### config.mk
export PLATFORM = sky130hd
export DESIGN_NAME = calc_input_sequencer_flat
export DESIGN_NICKNAME = d
export VERILOG_FILES = /design/src/rtl/calc_input_sequencer_pkg.sv /design/src/rtl/calc_input_sequencer_if.sv /design/src/rtl/calc_input_sequencer_key_conditioner.sv /design/src/rtl/calc_input_sequencer.sv /design/src/flat_wrapper.sv
export SDC_FILE = /design/constraint.sdc
export NUM_CORES = 1
export LEC_CHECK = 0
export BUFFER_PORTS_ARGS = -buffer_cell sky130_fd_sc_hd__buf_2
export CAP_MARGIN = 20
export CORE_ASPECT_RATIO = 1.1
export CORE_MARGIN = 1.5
export CORE_UTILIZATION = 38
export DETAILED_ROUTE_END_ITERATION = 8
export PLACE_DENSITY_LB_ADDON = 0.08
export SLEW_MARGIN = 40
export SYNTH_ARGS = -nofsm -noshare
export SYNTH_HDL_FRONTEND = slang
export SYNTH_HIERARCHICAL = 1
export SYNTH_SLANG_ARGS = --single-unit
### constraint.sdc
create_clock -name CLK -period 3.8 [get_ports CLK]
set_input_delay 0.19 -clock CLK [delete_from_list [all_inputs] [get_ports CLK]]
set_output_delay 0.19 -clock CLK [all_outputs]
set_load 0.1 [all_outputs]
### src/rtl/calc_input_sequencer_pkg.sv
// calc_seq_pkg: FSM state encodings, operation codes and sizing helper for calc_input_sequencer.
package calc_seq_pkg;

    typedef logic [3:0] state_t;

    localparam logic [3:0] WAIT_A    = 4'd0;
    localparam logic [3:0] SETUP_A   = 4'd1;
    localparam logic [3:0] PULSE_A   = 4'd2;
    localparam logic [3:0] WAIT_B    = 4'd3;
    localparam logic [3:0] SETUP_B   = 4'd4;
    localparam logic [3:0] PULSE_B   = 4'd5;
    localparam logic [3:0] SETTLE    = 4'd6;
    localparam logic [3:0] PULSE_OUT = 4'd7;
    localparam logic [3:0] SHOW      = 4'd8;
    localparam logic [3:0] CLEARING  = 4'd9;

    localparam logic OP_ADD = 1'b0;
    localparam logic OP_SUB = 1'b1;

    function automatic int unsigned max3(input int unsigned a, input int unsigned b,
                                         input int unsigned c);
        int unsigned m;
        m = (a > b) ? a : b;
        return (m > c) ? m : c;
    endfunction

endpackage

### src/rtl/calc_input_sequencer_if.sv
// Key/switch inputs and chain-facing operand/strobe outputs of calc_input_sequencer.
interface calc_input_sequencer_if;
    import calc_seq_pkg::*;

    logic       KEY_ENTER;
    logic       KEY_CLEAR;
    logic [7:0] SW_DATA;
    logic       SW_OP;
    logic [7:0] X;
    logic [7:0] Y;
    logic       InA;
    logic       InB;
    logic       Out;
    logic       Clear;
    logic       Add_Subtract;
    state_t     STATE;
    logic       BUSY;

    modport master (
        input  KEY_ENTER, KEY_CLEAR, SW_DATA, SW_OP,
        output X, Y, InA, InB, Out, Clear, Add_Subtract, STATE, BUSY
    );

    modport slave (
        output KEY_ENTER, KEY_CLEAR, SW_DATA, SW_OP,
        input  X, Y, InA, InB, Out, Clear, Add_Subtract, STATE, BUSY
    );

endinterface

### src/rtl/calc_input_sequencer_key_conditioner.sv
// key_conditioner: synchroniser chain, optional debounce (CALC_SEQ_DEBOUNCE_EN), rising-edge event.
module key_conditioner #(
    parameter int unsigned SYNC_STAGES = 2
`ifdef CALC_SEQ_DEBOUNCE_EN
    ,
    parameter int unsigned DEB_CYC = 16
`endif
) (
    input  logic i_clk,
    input  logic i_rst,
    input  logic i_key,
    output logic o_event
);

    logic [SYNC_STAGES-1:0] r_sync;
    logic                   w_sync;
    logic                   w_level;
    logic                   r_prev;

    always_ff @(posedge i_clk or posedge i_rst) begin
        if (i_rst) begin
            r_sync <= '0;
        end else begin
            r_sync <= {r_sync[SYNC_STAGES-2:0], i_key};
        end
    end

    assign w_sync = r_sync[SYNC_STAGES-1];

`ifdef CALC_SEQ_DEBOUNCE_EN
    localparam int unsigned DW = $clog2(DEB_CYC) + 1;

    logic          r_filt;
    logic [DW-1:0] r_deb_cnt;

    // Any return to the filtered level restarts the stability count.
    always_ff @(posedge i_clk or posedge i_rst) begin
        if (i_rst) begin
            r_filt    <= 1'b0;
            r_deb_cnt <= '0;
        end else if (w_sync == r_filt) begin
            r_deb_cnt <= '0;
        end else if (r_deb_cnt == DW'(DEB_CYC - 1)) begin
            r_filt    <= w_sync;
            r_deb_cnt <= '0;
        end else begin
            r_deb_cnt <= r_deb_cnt + 1'b1;
        end
    end

    assign w_level = r_filt;
`else
    assign w_level = w_sync;
`endif

    always_ff @(posedge i_clk or posedge i_rst) begin
        if (i_rst) begin
            r_prev <= 1'b0;
        end else begin
            r_prev <= w_level;
        end
    end

    assign o_event = w_level & ~r_prev;

endmodule

### src/rtl/calc_input_sequencer.sv
// calc_input_sequencer: turns ENTER/CLEAR keys and switches into operand buses and load strobes
// for the add/subtract chain. Define CALC_SEQ_DEBOUNCE_EN to debounce the keys.
module calc_input_sequencer
    import calc_seq_pkg::*;
#(
    parameter int unsigned PULSE_W     = 2,
    parameter int unsigned SETTLE_CYC  = 4,
    parameter int unsigned SYNC_STAGES = 2,
    parameter int unsigned DEB_CYC     = 16
) (
    input logic                   CLK,
    input logic                   CLR,
    calc_input_sequencer_if.master bus
);

    localparam int unsigned CW = $clog2(max3(PULSE_W, SETTLE_CYC, DEB_CYC)) + 1;

    logic          w_enter_ev;
    logic          w_clear_ev;
    state_t        r_state;
    state_t        w_next;
    logic [CW-1:0] r_cnt;
    logic [CW-1:0] w_load;
    logic          w_entry;
    logic          w_cnt_done;

    logic [7:0]    r_x;
    logic [7:0]    r_y;
    logic          r_as;
    logic          r_ina;
    logic          r_inb;
    logic          r_out;
    logic          r_clear;
    logic          r_busy;

`ifdef CALC_SEQ_DEBOUNCE_EN
    key_conditioner #(.SYNC_STAGES(SYNC_STAGES), .DEB_CYC(DEB_CYC)) u_enter (
        .i_clk(CLK), .i_rst(CLR), .i_key(bus.KEY_ENTER), .o_event(w_enter_ev)
    );
    key_conditioner #(.SYNC_STAGES(SYNC_STAGES), .DEB_CYC(DEB_CYC)) u_clear (
        .i_clk(CLK), .i_rst(CLR), .i_key(bus.KEY_CLEAR), .o_event(w_clear_ev)
    );
`else
    key_conditioner #(.SYNC_STAGES(SYNC_STAGES)) u_enter (
        .i_clk(CLK), .i_rst(CLR), .i_key(bus.KEY_ENTER), .o_event(w_enter_ev)
    );
    key_conditioner #(.SYNC_STAGES(SYNC_STAGES)) u_clear (
        .i_clk(CLK), .i_rst(CLR), .i_key(bus.KEY_CLEAR), .o_event(w_clear_ev)
    );
`endif

    assign w_cnt_done = (r_cnt == '0);

    // Clear overrides everything, so enter in the same cycle is discarded.
    always_comb begin
        w_next = r_state;
        if (w_clear_ev) begin
            w_next = CLEARING;
        end else begin
            case (r_state)
                WAIT_A:    if (w_enter_ev) w_next = SETUP_A;
                SETUP_A:   w_next = PULSE_A;
                PULSE_A:   if (w_cnt_done) w_next = WAIT_B;
                WAIT_B:    if (w_enter_ev) w_next = SETUP_B;
                SETUP_B:   w_next = PULSE_B;
                PULSE_B:   if (w_cnt_done) w_next = SETTLE;
                SETTLE:    if (w_cnt_done) w_next = PULSE_OUT;
                PULSE_OUT: if (w_cnt_done) w_next = SHOW;
                SHOW:      if (w_enter_ev) w_next = SETUP_A;
                CLEARING:  if (w_cnt_done) w_next = WAIT_A;
                default:   w_next = WAIT_A;
            endcase
        end
    end

    always_comb begin
        w_load = '0;
        case (w_next)
            PULSE_A, PULSE_B, PULSE_OUT, CLEARING: w_load = CW'(PULSE_W - 1);
            SETTLE:                                w_load = CW'(SETTLE_CYC - 1);
            default:                               w_load = '0;
        endcase
    end

    // A repeated clear counts as a fresh entry into CLEARING.
    assign w_entry = (w_next != r_state) | w_clear_ev;

    always_ff @(posedge CLK or posedge CLR) begin
        if (CLR) begin
            r_state <= WAIT_A;
            r_cnt   <= '0;
        end else begin
            r_state <= w_next;
            if (w_entry) begin
                r_cnt <= w_load;
            end else if (!w_cnt_done) begin
                r_cnt <= r_cnt - 1'b1;
            end
        end
    end

    // Outputs are decoded from the next state so they line up with r_state yet stay registered.
    always_ff @(posedge CLK or posedge CLR) begin
        if (CLR) begin
            r_x     <= '0;
            r_y     <= '0;
            r_as    <= OP_ADD;
            r_ina   <= 1'b0;
            r_inb   <= 1'b0;
            r_out   <= 1'b0;
            r_clear <= 1'b0;
            r_busy  <= 1'b0;
        end else begin
            if (w_next == CLEARING) begin
                r_x  <= '0;
                r_y  <= '0;
                r_as <= OP_ADD;
            end else begin
                if (w_next == SETUP_A) begin
                    r_x <= bus.SW_DATA;
                end
                if (w_next == SETUP_B) begin
                    r_y  <= bus.SW_DATA;
                    r_as <= bus.SW_OP;
                end
            end
            r_ina   <= (w_next == PULSE_A);
            r_inb   <= (w_next == PULSE_B);
            r_out   <= (w_next == PULSE_OUT);
            r_clear <= (w_next == CLEARING);
            r_busy  <= !((w_next == WAIT_A) || (w_next == WAIT_B) || (w_next == SHOW));
        end
    end

    assign bus.X            = r_x;
    assign bus.Y            = r_y;
    assign bus.Add_Subtract = r_as;
    assign bus.InA          = r_ina;
    assign bus.InB          = r_inb;
    assign bus.Out          = r_out;
    assign bus.Clear        = r_clear;
    assign bus.STATE        = r_state;
    assign bus.BUSY         = r_busy;

endmodule

### src/flat_wrapper.sv
// flat-port wrapper written by rule: the top's interface ports become plain ports
module calc_input_sequencer_flat import calc_seq_pkg::*;
#(
    parameter int unsigned PULSE_W     = 2,
    parameter int unsigned SETTLE_CYC  = 4,
    parameter int unsigned SYNC_STAGES = 2,
    parameter int unsigned DEB_CYC     = 16
)
  (CLK, CLR, bus_KEY_ENTER, bus_KEY_CLEAR, bus_SW_DATA, bus_SW_OP, bus_X, bus_Y, bus_InA, bus_InB, bus_Out, bus_Clear, bus_Add_Subtract, bus_STATE, bus_BUSY);
  calc_input_sequencer_if bus_i ();
  input logic CLK;
  input logic CLR;
  input wire logic [$bits(bus_i.KEY_ENTER)-1:0] bus_KEY_ENTER;
  input wire logic [$bits(bus_i.KEY_CLEAR)-1:0] bus_KEY_CLEAR;
  input wire logic [$bits(bus_i.SW_DATA)-1:0] bus_SW_DATA;
  input wire logic [$bits(bus_i.SW_OP)-1:0] bus_SW_OP;
  output wire logic [$bits(bus_i.X)-1:0] bus_X;
  output wire logic [$bits(bus_i.Y)-1:0] bus_Y;
  output wire logic [$bits(bus_i.InA)-1:0] bus_InA;
  output wire logic [$bits(bus_i.InB)-1:0] bus_InB;
  output wire logic [$bits(bus_i.Out)-1:0] bus_Out;
  output wire logic [$bits(bus_i.Clear)-1:0] bus_Clear;
  output wire logic [$bits(bus_i.Add_Subtract)-1:0] bus_Add_Subtract;
  output wire logic [$bits(bus_i.STATE)-1:0] bus_STATE;
  output wire logic [$bits(bus_i.BUSY)-1:0] bus_BUSY;
  assign bus_i.KEY_ENTER = bus_KEY_ENTER;
  assign bus_i.KEY_CLEAR = bus_KEY_CLEAR;
  assign bus_i.SW_DATA = bus_SW_DATA;
  assign bus_i.SW_OP = bus_SW_OP;
  assign bus_X = bus_i.X;
  assign bus_Y = bus_i.Y;
  assign bus_InA = bus_i.InA;
  assign bus_InB = bus_i.InB;
  assign bus_Out = bus_i.Out;
  assign bus_Clear = bus_i.Clear;
  assign bus_Add_Subtract = bus_i.Add_Subtract;
  assign bus_STATE = bus_i.STATE;
  assign bus_BUSY = bus_i.BUSY;
  calc_input_sequencer #(.PULSE_W(PULSE_W), .SETTLE_CYC(SETTLE_CYC), .SYNC_STAGES(SYNC_STAGES), .DEB_CYC(DEB_CYC)) u_core (.CLK(CLK), .CLR(CLR), .bus(bus_i));
endmodule
=== Word level (Yosys, flattened, before mapping) ===
Index checks and enable logic that the tools add are counted.

* Output and inout bits: 26
* Register bits: 37

* Reductions and logical operators: 10
* $add $sub $neg: 1
* Multiplexer cells: 18
* Bitwise gates (word level): 5
* Equal/unequal tests: 20

{| class="wikitable"
|+ Operator list
! operator !! number
|-
| 4-bit case mux with 9 select lines || 1
|-
| 4-bit by 3-bit == test with 1-bit output, second input constant || 8
|-
| 4-bit 2-to-1 mux || 8
|-
| 8-bit 2-to-1 mux || 4
|-
| 4-bit by 2-bit == test with 1-bit output, second input constant || 4
|-
| 4-bit == test, second input constant || 4
|-
| 5-bit 2-to-1 mux || 2
|-
| 4-bit by 1-bit == test with 1-bit output, second input constant || 2
|-
| 4-bit logical NOT || 2
|-
| 5-bit logical NOT || 1
|-
| 5-bit by 1-bit subtractor with 5-bit output, second input constant || 1
|-
| 4-bit inequality test || 1
|-
| 2-bit case mux with 2 select lines || 1
|-
| 2-bit nonzero test || 2
|-
| 4-bit OR reduction || 1
|-
| 1-bit AND || 2
|-
| 1-bit logical OR || 2
|-
| 1-bit 2-to-1 mux || 2
|-
| 2-bit by 1-bit inequality test with 1-bit output, second input constant || 1
|-
| 1-bit inverter || 2
|-
| 2-bit OR reduction || 1
|-
| 1-bit logical NOT || 1
|-
| 1-bit bitwise OR || 1
|}

=== Logic depth before layout (Yosys ltp) ===
* Depth after elaboration: 9
* Depth in mapped cells: 9

=== Cells and area by module ===
Netlist, hierarchy kept.

{| class="wikitable"
|+ By module, submodules not included
! module !! seq. area each (µm²) !! cells an instance !! area each (µm²) !! instances
|-
| calc_input_sequencer || 775.7 || 161 || 1552.7 || 1
|-
| key_conditioner || 75.1 || 5 || 92.6 || 2
|}

=== Worst setup path before layout ===
OpenSTA, ideal clock, no wires.

* Kind: register to register
* Start point: reg u_core.r_state[1] (netlist: u_core/bus.STATE[1])
* End point: reg u_core.r_cnt[1]
* Setup slack: 736 ps
* Stages on the path, launching flop included: 9
* Path buffers: 2
* Arrival time: 2939 ps
* Cell sequence: dfrtp_1 > clkbuf_1 > nor2_1 > a221oi_4 > o21ai_2 > xor2_1 > or4_1 > buf_2 > mux2_4

* Cells in the longest elaborated chain, start to end: 8
* Elaborated cells on any way between the ends: 31

{| class="wikitable"
|+ Ends and longest elaborated chain
! what !! line !! text
|-
| from (decl) || calc_input_sequencer.sv:20 || <nowiki>state_t r_state;</nowiki>
|-
| from (signal assigned) || calc_input_sequencer.sv:93 || <nowiki>r_state <= w_next;</nowiki>
|-
| 4-bit == test or 4-bit logical NOT (tied branches) || calc_input_sequencer.sv:60 || <nowiki>case (r_state)</nowiki>
|-
| 2-bit OR reduction (no line) || - ||
|-
| 4-bit case mux with 9 select lines (*) || calc_input_sequencer.sv:60 ||
|-
| 4-bit 2-to-1 mux (*) || calc_input_sequencer.sv:57 || <nowiki>if (w_clear_ev) begin</nowiki>
|-
| net u_core.w_next[0] || calc_input_sequencer.sv:21 || <nowiki>state_t w_next;</nowiki>
|-
| 4-bit by 3-bit == test with 1-bit output (tied with other cells) || calc_input_sequencer.sv:78 || <nowiki>case (w_next)</nowiki>
|-
| 4-bit OR reduction || calc_input_sequencer.sv:78 ||
|-
| 2-bit case mux with 2 select lines || calc_input_sequencer.sv:78 ||
|-
| 5-bit 2-to-1 mux || calc_input_sequencer.sv:94 || <nowiki>if (w_entry) begin</nowiki>
|-
| to (signal assigned) || calc_input_sequencer.sv:95 || <nowiki>r_cnt <= w_load;</nowiki>
|-
| to (signal assigned) || calc_input_sequencer.sv:97 || <nowiki>r_cnt <= r_cnt - 1'b1;</nowiki>
|-
| to (decl) || calc_input_sequencer.sv:22 || <nowiki>logic [CW-1:0] r_cnt;</nowiki>
|}

The timed path passes the listed nets; every way through them passes the cells marked *.
A chain may end at the register's enable or synchronous reset.

=== Worst setup path after layout ===
* Start point: reg u_core.r_cnt[0]
* End point: reg u_core.r_cnt[1]

* Cells in the longest elaborated chain, start to end: 8
* Elaborated cells on any way between the ends: 21

{| class="wikitable"
|+ Ends and longest elaborated chain
! what !! line !! text
|-
| 5-bit logical NOT (*) || calc_input_sequencer.sv:52 || <nowiki>assign w_cnt_done = (r_cnt == '0);</nowiki>
|-
| 4-bit 2-to-1 mux, on equally long branches || - ||
|-
| 4-bit case mux with 9 select lines (*) || calc_input_sequencer.sv:60 ||
|-
| 4-bit 2-to-1 mux (*) || calc_input_sequencer.sv:57 ||
|-
| net u_core.w_next[0] || calc_input_sequencer.sv:21 ||
|-
| 4-bit by 3-bit == test with 1-bit output (tied with other cells) || calc_input_sequencer.sv:78 ||
|-
| 4-bit OR reduction || calc_input_sequencer.sv:78 ||
|-
| 2-bit case mux with 2 select lines || calc_input_sequencer.sv:78 ||
|-
| 5-bit 2-to-1 mux || calc_input_sequencer.sv:94 ||
|}

The timed path passes the listed nets; every way through them passes the cells marked *. The select of a mux whose other input is x is not followed.

==> summary.json <==
{
  "outcome": "finished clean",
  "period_minus_slack_ps": 3040,
  "yosys_warnings": 6,
  "path_max_fanout": 9,
  "count_of_flip_flops_with_a_built_in_enable_after_synthesis": 0,
  "final_hold_viol_count": 0,
  "synth.area.mux_share": 0.0778,
  "finish.cell_count_without_fillers": 267,
  "synth_fa_ha_area_frac": 0.0144,
  "dr_total_vias": 1336,
  "area_of_the_mapped_netlist_sq_mm": 0.00174,
  "boundaryPins": 39,
  "ys_seq_elements": 37,
  "slew-limit-headroom": 0.561,
  "max-clock-path-buffers": 2,
  "grt_first_pass_wirelength_mm": 6.35,
  "wire_per_inst_um": 14.6,
  "worstPathCellList": "inv_1, ha_1, or4b_4, a221oi_4, o21ai_2, xor2_1, or4_1, mux2_4",
  "crit_path_start": "u_core/r_cnt[0]",
  "postLayoutCellArea_sq_mm": 0.00212,
  "cts_resized": 0,
  "maxSlewViolCount": 0,
  "gpl.final_weighted_congestion": 0.809,
  "die_area_sq_mm": 0.00499,
  "syn_area_per_cell_sq_um": 10.2,
  "dominant_combinational_cell_family_by_area_after_synthesis": "simple AND/OR/NAND/NOR gates",
  "rr_worst_depth": 8,
  "syn_inst": 171,
  "dieWidth_um": 67.5,
  "cp-end-kind": "flop",
  "groute.usage.overall": 0.175,
  "clock-sinks": 37,
  "worstPathArrival_ps": 3210,
  "initial_utilization": 0.400,
  "cap_viol_max_count": 0,
  "r2r_setup_slk_ps": 760,
  "timing.critical_path.slowest_stage_cell": "sky130_fd_sc_hd__or4_1",
  "detailed_place.area_sq_mm": 0.00198,
  "grt-ovfl-total": 0,
  "rr_endpoint": "u_core/r_cnt[1]",
  "setup_viol": 0,
  "drt-initial-drc-count": 132,
  "rsz0062_at_grt": "no",
  "mappedNetlistNets": 186,
  "buffers_inserted_by_post_cts_timing_repair": 0,
  "r2r-start": "u_core/r_cnt[0]",
  "clock_tree_from_tritoncts": "yes",
  "grt_antenna_before_repair": 0,
  "final.setup_skew_ps": 8.27,
  "grt_pass1_vias": 1304,
  "setup_tns_ps": 0,
  "yosysUniqueCellTypes": 40,
  "sequential_cell_area_sq_um": 926,
  "place.detailed.instances": 257,
  "drt_drc_violations_left": 0,
  "cts_root_buffer": "sky130_fd_sc_hd__clkbuf_8",
  "share_of_the_synthesized_area_in_compound_gates_ao_oa_aoi_oai": 0.109,
  "htree_levels": 2,
  "multi_input_comb_area_sq_um": 743,
  "design.core.area_sq_mm": 0.00435,
  "post_route_cells_drive_above_1_share": 0.277,
  "worst_hold_startpoint": "bus_KEY_ENTER",
  "finalCritPeriodShare": 0.800,
  "worstPathRequired_ps": 3970,
  "layout.nets": 227,
  "worst-setup-path-type": "reg2reg",
  "number_of_port_buffers": 38,
  "worst_setup_path_endpoint": "u_core/r_cnt[1]",
  "max_freq_ghz": 0.329,
  "cts_hold_buf": 2,
  "synth_xor_area_frac": 0.0252,
  "ys_seq_area_frac": 0.533,
  "postSynth.topFlopCell": "sky130_fd_sc_hd__dfrtp_1",
  "average_vias_per_placed_instance": 5.00,
  "slowest_delay_ps": 550,
  "hp-class": "in2reg",
  "final_antenna_violating_net_count": 0,
  "drt_pre_antenna_iters": 4,
  "critPathLaunchType": "flop",
  "die_h_um": 73.9,
  "num_antenna_cells": 0,
  "numCtsBuffers": 5,
  "synthToLayoutAreaGrowth_pct": 21.7,
  "synth_simple_gate_area_share": 0.202,
  "worst_pin_slew_ps": 656,
  "grt_start_max_net_pins": 32,
  "dp_hpwl_mm": 2.77,
  "placement_rows": 25,
  "hold_slack_ps": 22.6,
  "worst_skew_pair.late_latency_ps": 290,
  "synth-async-reset-ratio": 1.00,
  "drt-total-wl_mm": 3.89,
  "cts.reportedPaths.clkPinSlew_ps": 70,
  "fillers": 411
}
-- how the worst min path moves through the flow --
| stage | end | depth (start not counted) |
|---|---|---|
| global route | u_core/u_enter/r_sync[0] | 1 |
| CTS | u_core/u_enter/r_sync[0] | 1 |
| floorplan | u_core/u_clear/r_prev | 1 |
| detailed placement | u_core/u_clear/r_prev | 2 |
| global placement | u_core/u_enter/r_sync[0] | 2 |
| finish | u_core/u_enter/r_sync[0] | 1 |
-- worst max-delay path, delay by kind of cell, from the launching register on --
kind	cells	cell delay (ps)
AO/OA/AOI/OAI	2	660
XOR/XNOR	1	170
adder cells (fa/ha/maj)	1	190
buffers and inverters	1	120
flip-flops	1	380
multiplexers	1	340
AND/OR/NAND/NOR	2	1070
-- per-layer routing --
| metal | routed length [um] | vias up | global-route usage |
|---|---|---|---|
| li1 | - | 662 | - |
| met1 | 1810 | 626 | 0.226 |
| met2 | 1810 | 41 | 0.280 |
| met3 | 188 | 7 | 0.0469 |
| met4 | 74 | 0 | 0.0726 |
| met5 | 0 | - | 0 |
-- synth_stat cells, types with 2 or more instances --
library cell               number  area (sq um)
sky130_fd_sc_hd__nor2b_4        2          27.5
sky130_fd_sc_hd__nand3_1        3          15.0
sky130_fd_sc_hd__nor2_1        18          67.6
sky130_fd_sc_hd__dfrtp_1       37           926
sky130_fd_sc_hd__nor2b_1        2          12.5
sky130_fd_sc_hd__ha_1           2          25.0
sky130_fd_sc_hd__nand2b_1       2          12.5
sky130_fd_sc_hd__mux2i_1       12           120
sky130_fd_sc_hd__clkbuf_1       5          18.8
sky130_fd_sc_hd__nand2_1       24          90.1
sky130_fd_sc_hd__inv_1          9          33.8
sky130_fd_sc_hd__buf_1          2          7.51
sky130_fd_sc_hd__or2_2          3          18.8
sky130_fd_sc_hd__nor3_1         5          25.0
sky130_fd_sc_hd__o21ai_0        9          45.0
sky130_fd_sc_hd__a21oi_1        8          40.0
sky130_fd_sc_hd__xnor2_1        4          35.0
sky130_fd_sc_hd__a31oi_1        2          12.5
-- state kept, by name (all words and copies together) (netlist names) --
register and count:
u_core/bus.Clear 1, u_core/bus.InB 1, u_core/bus.X 8, u_core/bus.Y 8, u_core/u_clear/r_sync 2, u_core/bus.BUSY 1
u_core/bus.Out 1, u_core/u_enter/r_prev 1, u_core/u_enter/r_sync 2, u_core/bus.STATE 4, u_core/bus.InA 1, u_core/bus.Add_Subtract 1
u_core/u_clear/r_prev 1, u_core/r_cnt 5
-- placed cells by master (no fill, tap or decap), types with 3 or more instances in the layout --
cell type,n
sky130_fd_sc_hd__mux2i_1,12
sky130_fd_sc_hd__xnor2_1,4
sky130_fd_sc_hd__nand3_1,3
sky130_fd_sc_hd__a21oi_1,8
sky130_fd_sc_hd__nand2_1,24
sky130_fd_sc_hd__o21ai_0,9
sky130_fd_sc_hd__inv_1,9
sky130_fd_sc_hd__nor2_1,18
sky130_fd_sc_hd__nor3_1,5
sky130_fd_sc_hd__dfrtp_1,37
sky130_fd_sc_hd__clkbuf_8,6
sky130_fd_sc_hd__buf_2,38
sky130_fd_sc_hd__or2_2,3
-- layout make-up --
cell class | count | area share
well taps | 54 | 0.0319
clock buffers | 7 | 0.0408
inverters | 10 | 0.0177
multi-input cells | 116 | 0.351
flip-flops and latches | 37 | 0.438
clock inverters | 1 | 0.0142
repair buffers | 42 | 0.106
-- cells by family (layout without fill, tap and decap cells) --
group,Yosys count,count (layout)
flip-flops,37,37
adder cells (fa/ha/maj),2,2
buffers and inverters,18,60
multiplexers,13,13
AO/OA/AOI/OAI,28,28
XOR/XNOR,5,5
AND/OR/NAND/NOR,68,68
-- per-stage QoR --
stage	worst slack (ps)	utilization
after floorplan	736	-
after global placement	835	0.455
after detailed placement	738	0.455
after CTS	731	0.487
after global routing	605	0.487
final	759	0.487
Power is left out: the tool's default activity adds up to more than one toggle a clock period on the data nets, which glitch-free logic cannot reach.
